### src/rtl/uart_rx_framer.sv
// Parametrised UART receiver: 2-flop synchroniser, 3-sample majority vote,
// configurable data/parity/stop framing and a valid/ready holding register with overrun.
module uart_rx_framer #(
    parameter int CLK_FREQ  = 50000000,
    parameter int BAUD_RATE = 115200,
    parameter int DATA_BITS = 8,
    parameter int PARITY    = 0,
    parameter int STOP_BITS = 1
) (
    input  logic                 clk,
    input  logic                 rst,
    input  logic                 rx,
    output logic [DATA_BITS-1:0] data_out,
    output logic                 data_valid,
    input  logic                 data_ready,
    output logic                 parity_err,
    output logic                 frame_err,
    output logic                 overrun,
    output logic                 busy
);
    localparam int CLKS_PER_BIT = CLK_FREQ / BAUD_RATE;
    localparam int CW = $clog2(CLKS_PER_BIT);
    localparam int IW = (DATA_BITS > 1) ? $clog2(DATA_BITS) : 1;
    localparam logic [CW-1:0] CNT_FULL = CW'(CLKS_PER_BIT - 1);
    localparam logic [CW-1:0] CNT_HALF = CW'(CLKS_PER_BIT / 2 - 1);
    localparam logic [IW-1:0] IDX_LAST = IW'(DATA_BITS - 1);

    typedef enum logic [2:0] {S_IDLE, S_START, S_DATA, S_PARITY, S_STOP} state_t;

    state_t               r_state;
    logic [1:0]           r_sync;
    logic [1:0]           r_hist;
    logic [CW-1:0]        r_cnt;
    logic [IW-1:0]        r_idx;
    logic [DATA_BITS-1:0] r_shift;
    logic                 r_perr;
    logic                 r_ferr;
    logic                 r_sidx;

    logic w_rx_s;
    logic w_maj;
    logic w_fall;
    logic w_tick;
    logic w_par_xor;
    logic w_par_bad;
    logic w_ferr_fin;
    logic w_last_stop;

    assign w_rx_s      = r_sync[1];
    assign w_maj       = (w_rx_s & r_hist[0]) | (w_rx_s & r_hist[1]) | (r_hist[0] & r_hist[1]);
    assign w_fall      = r_hist[0] & ~w_rx_s;
    assign w_tick      = (r_cnt == '0);
    assign w_par_xor   = ^{r_shift, w_maj};
    // odd parity wants the XOR over data+parity to be 1, even wants 0
    assign w_par_bad   = (PARITY == 1) ? ~w_par_xor : w_par_xor;
    assign w_ferr_fin  = r_ferr | ~w_maj;
    assign w_last_stop = (STOP_BITS == 1) || r_sidx;

    always_ff @(posedge clk) begin
        if (rst) begin
            r_state    <= S_IDLE;
            r_sync     <= 2'b11;
            r_hist     <= 2'b11;
            r_cnt      <= '0;
            r_idx      <= '0;
            r_shift    <= '0;
            r_perr     <= 1'b0;
            r_ferr     <= 1'b0;
            r_sidx     <= 1'b0;
            data_out   <= '0;
            data_valid <= 1'b0;
            parity_err <= 1'b0;
            frame_err  <= 1'b0;
            overrun    <= 1'b0;
            busy       <= 1'b0;
        end else begin
            r_sync  <= {r_sync[0], rx};
            r_hist  <= {r_hist[0], w_rx_s};
            overrun <= 1'b0;
            if (data_valid && data_ready)
                data_valid <= 1'b0;

            case (r_state)
                S_IDLE: begin
                    if (w_fall) begin
                        r_state <= S_START;
                        r_cnt   <= CNT_HALF;
                        busy    <= 1'b1;
                    end
                end
                S_START: begin
                    if (!w_tick) begin
                        r_cnt <= r_cnt - 1'b1;
                    end else if (!w_maj) begin
                        r_state <= S_DATA;
                        r_cnt   <= CNT_FULL;
                        r_idx   <= '0;
                        r_perr  <= 1'b0;
                        r_ferr  <= 1'b0;
                        r_sidx  <= 1'b0;
                    end else begin
                        r_state <= S_IDLE;
                        busy    <= 1'b0;
                    end
                end
                S_DATA: begin
                    if (!w_tick) begin
                        r_cnt <= r_cnt - 1'b1;
                    end else begin
                        r_shift[r_idx] <= w_maj;
                        r_cnt          <= CNT_FULL;
                        if (r_idx == IDX_LAST)
                            r_state <= (PARITY != 0) ? S_PARITY : S_STOP;
                        else
                            r_idx <= r_idx + 1'b1;
                    end
                end
                S_PARITY: begin
                    if (!w_tick) begin
                        r_cnt <= r_cnt - 1'b1;
                    end else begin
                        r_perr  <= w_par_bad;
                        r_cnt   <= CNT_FULL;
                        r_state <= S_STOP;
                    end
                end
                S_STOP: begin
                    if (!w_tick) begin
                        r_cnt <= r_cnt - 1'b1;
                    end else if (!w_last_stop) begin
                        r_ferr <= w_ferr_fin;
                        r_sidx <= 1'b1;
                        r_cnt  <= CNT_FULL;
                    end else begin
                        // back to IDLE on the last stop centre so an abutting start bit is caught
                        r_state <= S_IDLE;
                        busy    <= 1'b0;
                        if (!data_valid || data_ready) begin
                            data_out   <= r_shift;
                            parity_err <= r_perr;
                            frame_err  <= w_ferr_fin;
                            data_valid <= 1'b1;
                        end else begin
                            overrun <= 1'b1;
                        end
                    end
                end
                default: begin
                    r_state <= S_IDLE;
                    busy    <= 1'b0;
                end
            endcase
        end
    end
endmodule

### config.mk
export PLATFORM = sky130hd
export DESIGN_NAME = uart_rx_framer
export DESIGN_NICKNAME = d
export VERILOG_FILES = /design/src/rtl/uart_rx_framer.sv
export SDC_FILE = /design/constraint.sdc
export NUM_CORES = 1
export LEC_CHECK = 0
export ABC_AREA = 1
export CAP_MARGIN = 20
export CELL_PAD_IN_SITES_DETAIL_PLACEMENT = 1
export CELL_PAD_IN_SITES_GLOBAL_PLACEMENT = 1
export CORE_MARGIN = 2
export CORE_UTILIZATION = 42
export DETAILED_ROUTE_END_ITERATION = 6
export GPL_ROUTABILITY_DRIVEN = 0
export PLACE_DENSITY = 0.85
export SLEW_MARGIN = 30
export SYNTH_ARGS = -nofsm -noshare
export SYNTH_HDL_FRONTEND = slang
export SYNTH_SLANG_ARGS = --single-unit
### constraint.sdc
create_clock -name clk -period 2 [get_ports clk]
set_input_delay 0.2 -clock clk [delete_from_list [all_inputs] [get_ports clk]]
set_output_delay 0.2 -clock clk [all_outputs]
set_load 0.01 [all_outputs]
==> Implementation_results.wiki, run 1 <==
{| class="wikitable"
! Metric !! Value
|-
| Cells along the critical path || inv_1 > ha_1 > nand2_1 > nor2_2 > nand2_4 > nor2_2 > nand2_2 > o21ai_0 > a21oi_1
|-
| Half-perimeter wire length after placement || 4210 um
|-
| Fin Setup TNS || 0 ns
|-
| Worst-case clock skew || 0.0111 ns
|-
| Syn-to-layout area delta || 14.3%
|-
| Maxcap violations || 0
|-
| Yosys warns || 0
|-
| Total of flip-flops plus latches after synthesis || 41
|-
| DRC violations left || 0
|-
| Final Hold Violating Endpoints || 0
|-
| Setup repair after global routing missed its margin || no
|-
| Count of hold buffers inserted by post-cts repair || 0
|-
| Global-route wire length before repair || 9560 um
|-
| Inserted Clock Buffers || 5
|-
| Post-synthesis cell count || 322
|-
| Reported leakage power || 1.11 nW
|-
| Critical path launch point type || register
|-
| Crit path arrival time || 1.92 ns
|-
| Combined area of the multi-input logic cells || 1150 um^2
|-
| Count of unique library cells instantiated by Yosys || 28
|-
| Die W || 76.8 um
|-
| Proportion of layout cells with a drive suffix above 1 || 13.7%
|-
| Final count of negative-setup-slack endpoints || 0
|-
| Top-count cell post-synth || sky130_fd_sc_hd__nand2_1
|-
| Die outline area || 5900 um^2
|-
| Number of synthesized flops with an enable pin || 0
|-
| Overall Global Routing Usage || 19.9%
|-
| Clock tree from TritonCTS || yes
|-
| Initial antenna violation count || 0
|-
| Fin crit period || 1.74 ns
|-
| Maximum net fanout on the critical path || 20
|-
| Number of fillers in the final layout || 703
|-
| Setup bufs post-CTS || 0
|-
| DR iter-0 viols || 57
|-
| Top cell type's share of synthesized area || 36.9%
|-
| Maximum number of pins on one net before global-route repair || 27
|-
| Count of standard-cell rows || 26
|-
| Number of nets at the end of the flow || 351
|-
| Pins Over Slew Limit || 0
|-
| CP max stage delay || 0.34 ns
|-
| Clock-pin transition on the worst setup and hold timing paths || 0.08 ns
|-
| Dominant cell type by area after synthesis || sky130_fd_sc_hd__dfxtp_1
|-
| Hold Path Class || reg2reg
|-
| Sinks on the clock net || 41
|-
| Number of gates resized after cts || 0
|-
| Via count || 2094
|-
| Worst vdd rail ir drop || 0.000643 V
|-
| Post-layout instance area || 2540 um^2
|-
| Critical path type || reg2reg
|-
| Synth top area cells || sky130_fd_sc_hd__dfxtp_1 (37%), sky130_fd_sc_hd__nand2_1 (10%), sky130_fd_sc_hd__inv_1 (8.3%), sky130_fd_sc_hd__a21oi_1 (8.1%), sky130_fd_sc_hd__o21ai_0 (5.8%)
|-
| Worst-case clock buffer depth || 2
|-
| Fraction of registers with async set or reset after synthesis || 0%
|-
| Share of the clock period used by the worst path after layout || 87.0%
|-
| Cell area after synthesis || 2220 um^2
|-
| Initial standard-cell utilization of the core || 43.6%
|-
| Core area || 5110 um^2
|-
| Outcome || complete, no violations
|-
| Number of nets in the synthesized netlist || 330
|-
| Buffers on Ports || 16
|-
| Critical Path Most Common Cell || sky130_fd_sc_hd__nor2_2
|-
| Total wire length || 5540 um
|-
| Cell area power density || 1350 nW/um^2
|-
| Via/cell ratio || 5.06
|-
| Pin slew with the least headroom to its limit || 0.426 ns
|-
| Number of H-tree branching levels || 2
|-
| Prevailing post-synth register cell || sky130_fd_sc_hd__dfxtp_1
|-
| Congestion Overflow GR || 0
|-
| Clock insertion delay at the later pin of the skew report || 0.30 ns
|-
| Critical-path top delay cell || sky130_fd_sc_hd__dfxtp_1
|-
| Buffer type at the clock tree root || sky130_fd_sc_hd__clkbuf_8
|-
| Number of global-route vias before repair || 2073
|-
| Remaining antenna violation count || 0
|-
| Post-DP Area || 2460 um^2
|-
| Max-slew headroom || 71.6%
|-
| Average cell area after synthesis || 6.91 um^2
|-
| Part of the Yosys area used for sequential elements || 36.9%
|-
| Wire length per cell || 13.4 um
|-
| Register area || 821 um^2
|-
| Max Fclk || 0.575 GHz
|-
| Number of antenna cells inserted || 0
|-
| Height of the chip || 76.8 um
|-
| Top cells by instance count after synthesis || sky130_fd_sc_hd__nand2_1 (60), sky130_fd_sc_hd__inv_1 (49), sky130_fd_sc_hd__dfxtp_1 (41)
|-
| Detailed-routing iteration count for the pre-antenna-repair pass || 4
|-
| # IOs || 17
|-
| Crit path required time || 2.18 ns
|-
| CP endpoint kind || register
|}
## placed cells by master, fill, tap and decap left out, types with 5 or more instances in the layout
cell type / netlist / routed
sky130_fd_sc_hd__nor2_1: 29 / 29
sky130_fd_sc_hd__inv_1: 49 / 49
sky130_fd_sc_hd__clkbuf_8: 0 / 5
sky130_fd_sc_hd__a21oi_1: 36 / 36
sky130_fd_sc_hd__nor2_2: 7 / 7
sky130_fd_sc_hd__nand2_4: 5 / 5
sky130_fd_sc_hd__inv_2: 6 / 6
sky130_fd_sc_hd__o21ai_0: 26 / 26
sky130_fd_sc_hd__clkdlybuf4s50_1: 0 / 16
sky130_fd_sc_hd__nand3_1: 15 / 15
sky130_fd_sc_hd__dfxtp_1: 41 / 41
sky130_fd_sc_hd__nand2_1: 60 / 60
sky130_fd_sc_hd__nor2_4: 5 / 5
sky130_fd_sc_hd__nand4_1: 7 / 7
## power breakdown
part | total, mW | switching, mW | internal (mW)
combinational | 1.80 | 1.19 | 0.611
sequential | 1.09 | 0.143 | 0.945
clock | 0.554 | 0.312 | 0.241
total | 3.44 | 1.64 | 1.80
## cell families (layout without fill, tap and decap cells)
group	count (synthesis)	in the layout	synth area share, %
AO/OA/AOI/OAI	70	70	16.4
XOR/XNOR	3	3	1.18
adder cells (fa/ha/maj)	4	4	2.25
buffers and inverters	62	84	11.5
flip-flops	41	41	36.9
AND/OR/NAND/NOR	142	142	31.7
## layout make-up
type | instances | area share, %
multi-input cells | 219 | 45.1
flip-flops and latches | 41 | 32.3
well taps | 70 | 3.44
clock buffers | 5 | 2.71
inverters | 56 | 8.27
clock inverters | 3 | 0.689
repair buffers | 20 | 7.48
## final timing paths
kind | startpoint | end | slack, ns | cells after the start
max | r_cnt[0] | parity_err | 0.26 | 9
min | r_sync[0] | r_sync[1] | 0.43 | 1
max reg2reg | r_cnt[0] | parity_err | 0.26 | 9
min reg2reg | r_sync[0] | r_sync[1] | 0.43 | 1
## critical path: cells and delay by family, from the launching register on
family / cells / cell delay [ns]
AOI/OAI and AO/OA: 2 / 0.32
DFF: 1 / 0.34
adders and majority gates: 1 / 0.18
buffers and inverters: 1 / 0.09
and+or+nand+nor: 5 / 0.69
## per-layer routing
metal	global-route usage, %	part of all wire, %	wire, um	up-vias
met2	34.7	49	2710	33
met1	24.4	47	2600	985
li1	-	-	-	1067
met4	7.09	1.6	91	0
met5	0	0	0	-
met3	3.65	2.5	138	9
## through the flow
stage	power [mW]	worst slack (ns)	utilization [%]	hold WS [ns]	instances
4_1_cts	3.46	0.238	49.8	0.433	414
5_1_grt	3.75	0.000700	49.8	0.442	414
2_1_floorplan	2.48	0.521	-	0.304	322
3_3_place_gp	2.83	0.391	48.1	0.406	406
3_5_place_dp	2.89	0.250	48.1	0.405	406
6_report	3.44	0.260	49.8	0.427	414
## state kept, by name, summed over array words and instances, names as in the netlist
| register | flops |
|---|---|
| r_idx | 3 |
| parity_err | 1 |
| r_sync | 2 |
| data_valid | 1 |
| r_cnt | 9 |
| frame_err | 1 |
| data_out | 8 |
| overrun | 1 |
| r_perr | 1 |
| r_state | 3 |
| busy | 1 |
| r_hist | 2 |
| r_shift | 8 |
Note: power is estimated with default switching activity, not from simulation.
==> run 2, diff against run 1 <==
Settings changed: CORE_UTILIZATION 42 to 30, PLACE_DENSITY 0.85 to 0.66.
==> run 2 against run 1 <==
Compared with the run above: wire length shrank 3.8%; sequential power is essentially flat; count of clock-buffer cells in the layout grew 1; clock power grew 29%.
==> Implementation_results.wiki, run 2 (synthesis gave the netlist of run 1 again) <==
{| class="wikitable"
! Metric !! Value
|-
| CP endpoint kind || register
|-
| Fin crit period || 1.75 ns (+0.00659 ns)
|-
| Number of nets at the end of the flow || 351 (unchanged)
|-
| DRC violations left || 0 (unchanged)
|-
| Commonest non-fill, non-tap cell in the layout || sky130_fd_sc_hd__nand2_1
|-
| Initial antenna violation count || 0 (unchanged)
|-
| Die W || 90.1 um (+17%)
|-
| Internal power || 1.94 mW (+7.9%)
|-
| Setup bufs post-CTS || 0 (unchanged)
|-
| Critical path type || reg2reg
|-
| Clock insertion delay at the later pin of the skew report || 0.30 ns (about the same)
|-
| Core area || 7210 um^2 (+41%)
|-
| Hold Path Stages || 1 (unchanged)
|-
| Share of the clock period used by the worst path after layout || 87.3% (+0.33 points)
|-
| Final Hold Violating Endpoints || 0 (unchanged)
|-
| Count of hold buffers inserted by post-cts repair || 0 (unchanged)
|-
| Proportion of layout cells with a drive suffix above 1 || 13.7% (unchanged)
|-
| Number of gates resized after cts || 0 (unchanged)
|-
| Reported leakage power || 1.12 nW (+1.1%)
|-
| Clock tree from TritonCTS || yes
|-
| Global-route wire length before repair || 9480 um (-0.80%)
|-
| Congestion Overflow GR || 0 (unchanged)
|-
| Fin Setup TNS || 0 ns (unchanged)
|-
| Pin slew with the least headroom to its limit || 0.387 ns (-0.0398 ns)
|-
| Power share of the clock group || 20.1% (+4.0 points)
|-
| DR iter-0 viols || 52 (-8.8%)
|-
| Wire length per cell || 12.0 um (-10%)
|-
| Crit path arrival time || 1.93 ns (about the same)
|-
| Height of the chip || 90.1 um (+17%)
|-
| Worst-case clock skew || 0.00999 ns (-0.00113 ns)
|-
| Number of global-route vias before repair || 2012 (-2.9%)
|-
| Outcome || complete, no violations
|-
| Detailed-routing iteration count for the pre-antenna-repair pass || 4 (unchanged)
|-
| Half-perimeter wire length after placement || 4060 um (-3.6%)
|-
| Remaining antenna violation count || 0 (unchanged)
|-
| Inserted Clock Buffers || 5 (unchanged)
|-
| Total wire length || 5330 um (-3.8%)
|-
| Placement Setup Slack || 0.266 ns (+0.0165 ns)
|-
| Critical path launch point type || register
|-
| Largest registers || r_cnt (9), data_out (8), r_shift (8)
|-
| Via/cell ratio || 4.60 (-9.1%)
|-
| Buffers on Ports || 16 (unchanged)
|-
| Comb pwr share || 49.8% (-2.5 points)
|-
| Maxcap violations || 0 (unchanged)
|-
| Worst-case clock buffer depth || 2 (unchanged)
|-
| Worst vdd rail ir drop || 0.000787 V (+23%)
|-
| Pins Over Slew Limit || 0 (unchanged)
|-
| Via count || 2037 (-2.7%)
|-
| Max Fclk || 0.573 GHz (-0.38%)
|-
| Cell area power density || 1370 nW/um^2 (+1.0%)
|-
| Register-to-Register Path Depth || 9 (unchanged)
|-
| Largest Register || r_cnt
|-
| Number of antenna cells inserted || 0 (unchanged)
|-
| Final count of negative-setup-slack endpoints || 0 (unchanged)
|-
| Initial standard-cell utilization of the core || 30.8% (-13 points)
|-
| Maximum number of pins on one net before global-route repair || 27 (unchanged)
|-
| Overall power of the completed layout || 3.57 mW (+3.8%)
|-
| # IOs || 17 (unchanged)
|-
| Most frequent cells in the layout || sky130_fd_sc_hd__nand2_1 (60), sky130_fd_sc_hd__inv_1 (49), sky130_fd_sc_hd__dfxtp_1 (41)
|-
| Flip-flop count of the largest register after layout || 9 (unchanged)
|-
| Share of total power in sequential cells || 30.2% (-1.4 points)
|-
| Number of H-tree branching levels || 2 (unchanged)
|-
| Maximum net fanout on the critical path || 20 (unchanged)
|-
| Syn-to-layout area delta || 17.4%
|-
| Overall Global Routing Usage || 14.2% (-5.7 points)
|-
| Hold Path Class || reg2reg
|-
| Count of standard-cell rows || 31 (+19%)
|-
| Buffer type at the clock tree root || sky130_fd_sc_hd__clkbuf_8
|-
| Clock-pin transition on the worst setup and hold timing paths || 0.09 ns (about the same)
|-
| Number of cells after detailed placement || 435 (+7.1%)
|-
| Setup repair after global routing missed its margin || no
|-
| Final cell count without fillers || 443 (+7.0%)
|-
| Reported net switching power || 1.63 mW (-0.62%)
|-
| Sinks on the clock net || 41 (unchanged)
|-
| Die outline area || 8120 um^2 (+38%)
|-
| Switching share of power || 45.7% (-2.0 points)
|-
| Max-slew headroom || 74.2% (+2.6 points)
|-
| Crit path required time || 2.19 ns (about the same)
|-
| Crit path setup slack, layout || 0.254 ns (-0.00659 ns)
|}
==> run 2: power by group through the flow <==
stage	logic (mW)	registers, mW	clock network [mW]
final	1.78	1.08	0.717
after global routing	2.04	1.10	0.780
after CTS	1.79	1.08	0.742
after detailed placement	1.77	1.10	0
after global placement	1.76	1.09	0
after floorplan	1.41	1.07	0
==> run 2: routing by layer <==
metal,track usage (%),vias to the layer above,wire (um)
li1,-,1064,-
met1,18.4,944,2590
met2,23.5,27,2480
met3,4.19,2,225
met4,3.08,0,34
met5,0,-,0
==> run 2: final timing paths <==
| kind | slack (ns) | endpoint | startpoint |
|---|---|---|---|
| hold reg to reg | 0.42 | r_sync[1] | r_sync[0] |
| setup / recovery | 0.25 | data_out[3] | r_cnt[0] |
| hold / removal | 0.42 | r_sync[1] | r_sync[0] |
| setup reg to reg | 0.25 | data_out[3] | r_cnt[0] |
==> run 2: cell type report <==
type                       instances  area, um^2
fill                             939        4600
clock inverter                     2        37.5
timing repair buffer              20         190
inverter                          56         210
tap                               99         124
multi-input combinational        219        1150
clock buffer                       6        82.6
sequential                        41         821
==> run 2: per-stage QoR <==
| stage | hold slack, ns | instance area (um^2) | util, % |
|---|---|---|---|
| 3_5_place_dp | 0.407 | 2490 | 34.5 |
| 2_1_floorplan | 0.304 | 2220 | - |
| 6_report | 0.425 | 2610 | 36.2 |
| 5_1_grt | 0.454 | 2610 | 36.2 |
| 3_3_place_gp | 0.409 | 2490 | 34.5 |
| 4_1_cts | 0.429 | 2610 | 36.2 |
==> run 2: worst max-delay path, stage by stage (launching register included) <==
cell	delay [ns]
sky130_fd_sc_hd__dfxtp_1	0.34
sky130_fd_sc_hd__inv_1	0.08
sky130_fd_sc_hd__ha_1	0.18
sky130_fd_sc_hd__nand2_1	0.08
sky130_fd_sc_hd__nor2_2	0.18
sky130_fd_sc_hd__nand2_4	0.12
sky130_fd_sc_hd__nor2_2	0.14
sky130_fd_sc_hd__nand2_2	0.22
sky130_fd_sc_hd__o21ai_0	0.24
sky130_fd_sc_hd__a21oi_1	0.05
